--- src/rtl/iir_coef_axil_slave.sv ---
// iir_coef_axil_slave: AXI4-Lite slave holding the four 4-tap IIR coefficient words
// Writes commit when both AW and W are held (or arriving); coef_update pulses in the cycle after a mapped commit.
module iir_coef_axil_slave #(
   parameter int C_S_AXI_DATA_WIDTH = 32,
   parameter int C_S_AXI_ADDR_WIDTH = 5,
   parameter logic [C_S_AXI_DATA_WIDTH-1:0] COEF_RESET_VAL = '0
) (
   input  logic                            S_AXI_ACLK,
   input  logic                            S_AXI_ARESETN,
   input  logic [C_S_AXI_ADDR_WIDTH-1:0]   S_AXI_AWADDR,
   input  logic [2:0]                      S_AXI_AWPROT,
   input  logic                            S_AXI_AWVALID,
   output logic                            S_AXI_AWREADY,
   input  logic [C_S_AXI_DATA_WIDTH-1:0]   S_AXI_WDATA,
   input  logic [C_S_AXI_DATA_WIDTH/8-1:0] S_AXI_WSTRB,
   input  logic                            S_AXI_WVALID,
   output logic                            S_AXI_WREADY,
   output logic [1:0]                      S_AXI_BRESP,
   output logic                            S_AXI_BVALID,
   input  logic                            S_AXI_BREADY,
   input  logic [C_S_AXI_ADDR_WIDTH-1:0]   S_AXI_ARADDR,
   input  logic [2:0]                      S_AXI_ARPROT,
   input  logic                            S_AXI_ARVALID,
   output logic                            S_AXI_ARREADY,
   output logic [C_S_AXI_DATA_WIDTH-1:0]   S_AXI_RDATA,
   output logic [1:0]                      S_AXI_RRESP,
   output logic                            S_AXI_RVALID,
   input  logic                            S_AXI_RREADY,
   output logic [C_S_AXI_DATA_WIDTH-1:0]   coef0,
   output logic [C_S_AXI_DATA_WIDTH-1:0]   coef1,
   output logic [C_S_AXI_DATA_WIDTH-1:0]   coef2,
   output logic [C_S_AXI_DATA_WIDTH-1:0]   coef3,
   output logic                            coef_update
);
   localparam int NB = C_S_AXI_DATA_WIDTH / 8;
   logic [C_S_AXI_DATA_WIDTH-1:0] coef_r [4];
   logic                          ready_en;
   logic                          aw_held, w_held;
   logic [2:0]                    aw_idx, wr_idx;
   logic [C_S_AXI_DATA_WIDTH-1:0] w_data, wr_data;
   logic [NB-1:0]                 w_strb, wr_strb;
   logic                          aw_hs, w_hs, ar_hs, commit;
   logic [2:0]                    ar_idx;
   logic                          unused;
   // ready_en keeps every READY low while in reset and for the first cycle after
   assign S_AXI_AWREADY = ready_en && !aw_held && !S_AXI_BVALID;
   assign S_AXI_WREADY  = ready_en && !w_held && !S_AXI_BVALID;
   assign S_AXI_ARREADY = ready_en && !S_AXI_RVALID;
   assign aw_hs   = S_AXI_AWVALID && S_AXI_AWREADY;
   assign w_hs    = S_AXI_WVALID && S_AXI_WREADY;
   assign ar_hs   = S_AXI_ARVALID && S_AXI_ARREADY;
   assign wr_idx  = aw_held ? aw_idx : S_AXI_AWADDR[4:2];
   assign wr_data = w_held ? w_data : S_AXI_WDATA;
   assign wr_strb = w_held ? w_strb : S_AXI_WSTRB;
   assign commit  = (aw_held || aw_hs) && (w_held || w_hs) && !S_AXI_BVALID;
   assign ar_idx  = S_AXI_ARADDR[4:2];
   assign coef0 = coef_r[0];
   assign coef1 = coef_r[1];
   assign coef2 = coef_r[2];
   assign coef3 = coef_r[3];
   assign unused = ^{S_AXI_AWPROT, S_AXI_ARPROT, S_AXI_AWADDR[1:0], S_AXI_ARADDR[1:0]};
   always_ff @(posedge S_AXI_ACLK) begin
      if (!S_AXI_ARESETN) begin
         ready_en     <= 1'b0;
         aw_held      <= 1'b0;
         aw_idx       <= '0;
         w_held       <= 1'b0;
         w_data       <= '0;
         w_strb       <= '0;
         S_AXI_BVALID <= 1'b0;
         S_AXI_BRESP  <= 2'b00;
         coef_update  <= 1'b0;
         for (int i = 0; i < 4; i++) coef_r[i] <= COEF_RESET_VAL;
      end else begin
         ready_en <= 1'b1;
         if (aw_hs) begin
            aw_held <= 1'b1;
            aw_idx  <= S_AXI_AWADDR[4:2];
         end
         if (w_hs) begin
            w_held <= 1'b1;
            w_data <= S_AXI_WDATA;
            w_strb <= S_AXI_WSTRB;
         end
         if (commit) begin
            aw_held      <= 1'b0;
            w_held       <= 1'b0;
            S_AXI_BVALID <= 1'b1;
            S_AXI_BRESP  <= wr_idx[2] ? 2'b10 : 2'b00;
         end else if (S_AXI_BREADY) begin
            S_AXI_BVALID <= 1'b0;
         end
         coef_update <= commit && !wr_idx[2];
         if (commit && !wr_idx[2])
            for (int b = 0; b < NB; b++)
               if (wr_strb[b]) coef_r[wr_idx[1:0]][8*b +: 8] <= wr_data[8*b +: 8];
      end
   end
   // Read samples the registers before any same-edge write lands
   always_ff @(posedge S_AXI_ACLK) begin
      if (!S_AXI_ARESETN) begin
         S_AXI_RVALID <= 1'b0;
         S_AXI_RDATA  <= '0;
         S_AXI_RRESP  <= 2'b00;
      end else if (ar_hs) begin
         S_AXI_RVALID <= 1'b1;
         S_AXI_RDATA  <= ar_idx[2] ? '0 : coef_r[ar_idx[1:0]];
         S_AXI_RRESP  <= ar_idx[2] ? 2'b10 : 2'b00;
      end else if (S_AXI_RREADY) begin
         S_AXI_RVALID <= 1'b0;
      end
   end
endmodule

--- config.mk ---
export PLATFORM = sky130hd
export DESIGN_NAME = iir_coef_axil_slave
export DESIGN_NICKNAME = d
export VERILOG_FILES = /design/src/rtl/iir_coef_axil_slave.sv
export SDC_FILE = /design/constraint.sdc
export NUM_CORES = 1
export LEC_CHECK = 0
export ABC_CLOCK_PERIOD_IN_PS = 3100
export BUFFER_PORTS_ARGS = -buffer_cell sky130_fd_sc_hd__buf_2
export CORE_MARGIN = 8
export CORE_UTILIZATION = 40
export DETAILED_ROUTE_END_ITERATION = 16
export MAX_ROUTING_LAYER = met4
export PLACE_DENSITY_LB_ADDON = 0.05
export SKIP_LAST_GASP = 1
export SLEW_MARGIN = 20
export SYNTH_ARGS = -nofsm -noshare
export SYNTH_HDL_FRONTEND = slang
export SYNTH_SLANG_ARGS = --single-unit
--- constraint.sdc ---
create_clock -name S_AXI_ACLK -period 3.1 [get_ports S_AXI_ACLK]
set_input_delay 0.31 -clock S_AXI_ACLK [delete_from_list [all_inputs] [get_ports S_AXI_ACLK]]
set_output_delay 0.31 -clock S_AXI_ACLK [all_outputs]
set_load 0.01 [all_outputs]
**Word-level counts from Yosys, hierarchy flattened**

Memory sizes are Yosys's and may differ from the RTL's.
Index checks and enable logic that the tools add are counted.

- Bits in registers: 81
- RAM bits: 128
- Input port bits: 59
- Output and inout bits: 170
- Word-level logic and storage cells: 67
- Memories: 1

- Mux-type cells: 31
- Bitwise logic cells: 1
- Reduce and logical (&&, ||, !) cells: 22

Memories:

| memory | depth | width | rd ports | clocked after memory_dff | write ports | RTL line | RTL |
|---|---|---|---|---|---|---|---|
| coef_r | 4 | 32 | 5 | 0 | 4 | 36 | `logic [C_S_AXI_DATA_WIDTH-1:0] coef_r [4];` |

Operators by type and width:

| operator | number |
|---|---|
| 32-bit two-way mux | 3 |
| 32-bit OR reduction | 1 |
| 1-bit two-way mux | 22 |
| 1-bit logical AND | 11 |
| 4-bit two-way mux | 2 |
| 2-bit two-way mux | 3 |
| 1-bit logical NOT | 5 |
| 2-bit nonzero test | 2 |
| 3-bit two-way mux | 1 |
| 1-bit logical OR | 2 |
| 2-bit OR reduction | 1 |
| 1-bit inverter | 1 |

**Logic depth before layout (Yosys ltp)**

- Depth in word-level cells: 13
- Gate-level depth with buffers: 7
- Mapped depth without buffers: 4

**Worst setup path before layout**

No wires, ideal clock.

- Path type: register -> register
- From: register aw_held
- To: memory coef_r[1][16] (enable)
- Library setup time: 0.387 ns
- Data arrival time: 2.216 ns
- Data required time: 2.713 ns
- Path slack: 0.497 ns
- Stages on the path, launching flop included: 8
- Path buffers: 3
- Period minus slack after synthesis: 2.603 ns
- Cell sequence: dfxtp_1 > buf_6 > mux2_4 > nor4_4 > nand2_2 > buf_2 > buf_2 > o31ai_1

RTL lines:

| element | RTL line | RTL |
|---|---|---|
| start: declaration | 38 | `logic aw_held, w_held;` |
| start signal: assignment | 65 | `aw_held <= 1'b0;` |
| start signal: assignment | 77 | `aw_held <= 1'b1;` |
| start signal: assignment | 86 | `aw_held <= 1'b0;` |
| end: declaration | 36 |  |

==> impl_metrics.yaml <==
yosys:
  synth.area.top_cells: "edfxtp_1, dfxtp_1, mux4_2"
  synth_cells: 718
  muxShareOfSynthArea: 0.129
  synth.distinct_cells: 38
  netlist_area_um2: 8930
  avgSynthCellArea_um2: 12.4
  synth_top_area_share: 0.431
  synth-xor-area-share: 0
  yosysSeqAreaShare: 0.608
  synth_warnings: 0
  synth-seq-cells: 207
  synth_fa_ha_area_frac: 0
  synth_compound_area_frac: 0.0715
  synth_top_family_by_area: "simple AND/OR/NAND/NOR gates"
  synthFlopType: "edfxtp_1"
  synth_edf_count: 128
  synthArstFlopShare: 0
  synth.largest_area_cell: "edfxtp_1"
  synthSimpleGateAreaFrac: 0.154
worst_setup_path:
  crit_required_ps: 3310
  slowest_delay_ps: 690
  path_class: "flip-flop to flip-flop"
  crit_chain: "mux2_4 -> nor4_4 -> a21oi_4 -> o31ai_1 -> buf_4"
  slowest_stage: "nor4_4"
  critPathArrivalTime_ps: 3100
  end_kind: "flip-flop"
  cp_max_fo: 26
  cp-start-kind: "flip-flop"
final_layout:
  area_growth_pct: 25.4
  layout-drive-gt1-share: 0.372
  finalInstanceArea_um2: 11200
  final_common_cell: "buf_2"
  final_nets: 991
  final_cell_mix: "buf_2, edfxtp_1, nor4_1"
sta:
  worst_slew_margin_rel: 0.357
  min_period_ps: 2890
  final-hold-violation-count: 0
  report.final.setup_viol: 0
  period_share: 0.932
  rsz0062_at_grt: "no"
  worst_slack_ps: 210
  drv_slew: 0
  hold_slack_ps: 50.8
  max_freq_mhz: 346
  setup_tns_ps: 0
  skew_ps: 7.60
  max_slew.worst_pin.slew_ps: 951
detailed_routing:
  viasPerCell: 5.50
  routed_wl_um: 26800
  dr_total_vias: 6793
  drtIter0Drc: 394
  ant_nets: 0
  firstDrtPassIters: 5
  wire_per_inst_um: 21.7
  drc: 0
outcome:
  status: "complete, no violations"
clock_tree:
  post_cts_buffers: 0
  ctsRootBufferMaster: "clkbuf_16"
  cts_tree: "built"
  cts_sinks: 207
  h-tree-depth: 1
  post_cts_resize_count: 0
  clkLatencyLatePin_ps: 500
  cts_made_buffers: 24
  clk_pin_slew_worst_paths_ps: 60
  clockBufferDepth: 3
  holdBufCountCts: 0
pwr:
  leakage_nw: 4.28
  irDropWorstVdd_mv: 0.282
  p_per_area_nw_per_um2: 577
place:
  portBuffers: 216
  dpl_worst_slack_ps: 251
  hpwl_um: 19100
  place.gp.congestion: 0.800
  postPlaceCellArea_um2: 10400
die:
  die_area_um2: 27400
  num_io_pins: 229
  rows: 54
  core-area_um2: 21900
  die_h_um: 165
  fp.dieW_um: 165
  initial_utilization: 0.408
global_route:
  grt_overflow: 0
  grt_antenna_before_repair: 4
  grt_pass1_wl_um: 40400
  grt_max_degree: 38
  grt_pass1_vias: 6914
  grt_use_total: 0.197
worst_hold_path:
  min_path_type: "input pin to flip-flop"
job:
  drv_cap: 0
-- synthesized netlist by cell type, drive strengths merged, types with 19 or more instances --
master / number
nor2: 53
clkbuf: 42
nand2: 80
mux2i: 36
dfxtp: 79
a22oi: 32
a21oi: 48
nor4: 98
nor2b: 19
buf: 29
edfxtp: 128
mux4: 32
-- power breakdown --
| group | leakage, nW | internal [W] | switching (W) | total [W] |
|---|---|---|---|---|
| Sequential | 1.97 | 0.00304 | 0.0000689 | 0.00310 |
| Clock | 0.364 | 0.00152 | 0.00109 | 0.00260 |
| Combinational | 1.95 | 0.000273 | 0.000479 | 0.000752 |
| Total | 4.28 | 0.00483 | 0.00163 | 0.00646 |
-- path summary, 6_finish.rpt --
| kind | start | endpoint | slack [ps] | depth (start not counted) |
|---|---|---|---|---|
| worst max-delay path | aw_held | coef_r[2][0] | 210 | 5 |
| worst min-delay path | S_AXI_WDATA[12] | w_data[12] | 50 | 3 |
| worst max register to register | aw_held | coef_r[2][0] | 210 | 5 |
| worst min register to register | w_data[8] | w_data[8] | 450 | 2 |
-- flip-flops by register name (all words and copies together), names as in the netlist --
name / count
aw_idx: 3
w_strb: 4
S_AXI_RVALID: 1
S_AXI_BVALID: 1
w_data: 32
coef_r: 128
S_AXI_BRESP: 1
S_AXI_RRESP: 1
coef_update: 1
S_AXI_RDATA: 32
ready_en: 1
w_held: 1
aw_held: 1
-- cells by family (layout without fill, tap and decap cells) --
group | Yosys count | after routing
AND/OR/NAND/NOR | 263 | 263
flip-flops | 207 | 207
AO/OA/AOI/OAI | 98 | 98
buffers and inverters | 75 | 306
multiplexers | 74 | 74
other | 1 | 7
-- layer usage --
metal,part of all wire,track usage,vias up
met1,0.42,0.242,3308
met4,0.019,0.0503,0
met3,0.074,0.0382,48
met5,0,-,-
met2,0.48,0.330,244
li1,-,-,3193
-- layout make-up --
class                           instances  area, µm²
Sequential cell                       207       5430
Timing Repair Buffer                  258       1410
Inverter                                4       15.0
Clock buffer                           32        672
Antenna cell                            5       12.5
Clock inverter                         12       57.6
Fill cell                            1986      10700
Tap cell                              280        350
Multi-Input combinational cell        437       3250
-- through the flow --
step	utilization	cells	total power, W
after global routing	0.511	1234	0.00671
final	0.511	1235	0.00646
after floorplan	-	719	0.00359
after CTS	0.510	1230	0.00651
after detailed placement	0.476	1186	0.00392
after global placement	0.476	1186	0.00390
-- critical path, delay by kind of cell (launching register included) --
kind,cells,cell delay [ps]
AOI/OAI and AO/OA,2,710
and+or+nand+nor,1,690
DFF,1,570
muxes,1,370
buffers and inverters,1,240
Note: power is estimated with default switching activity, not from simulation.
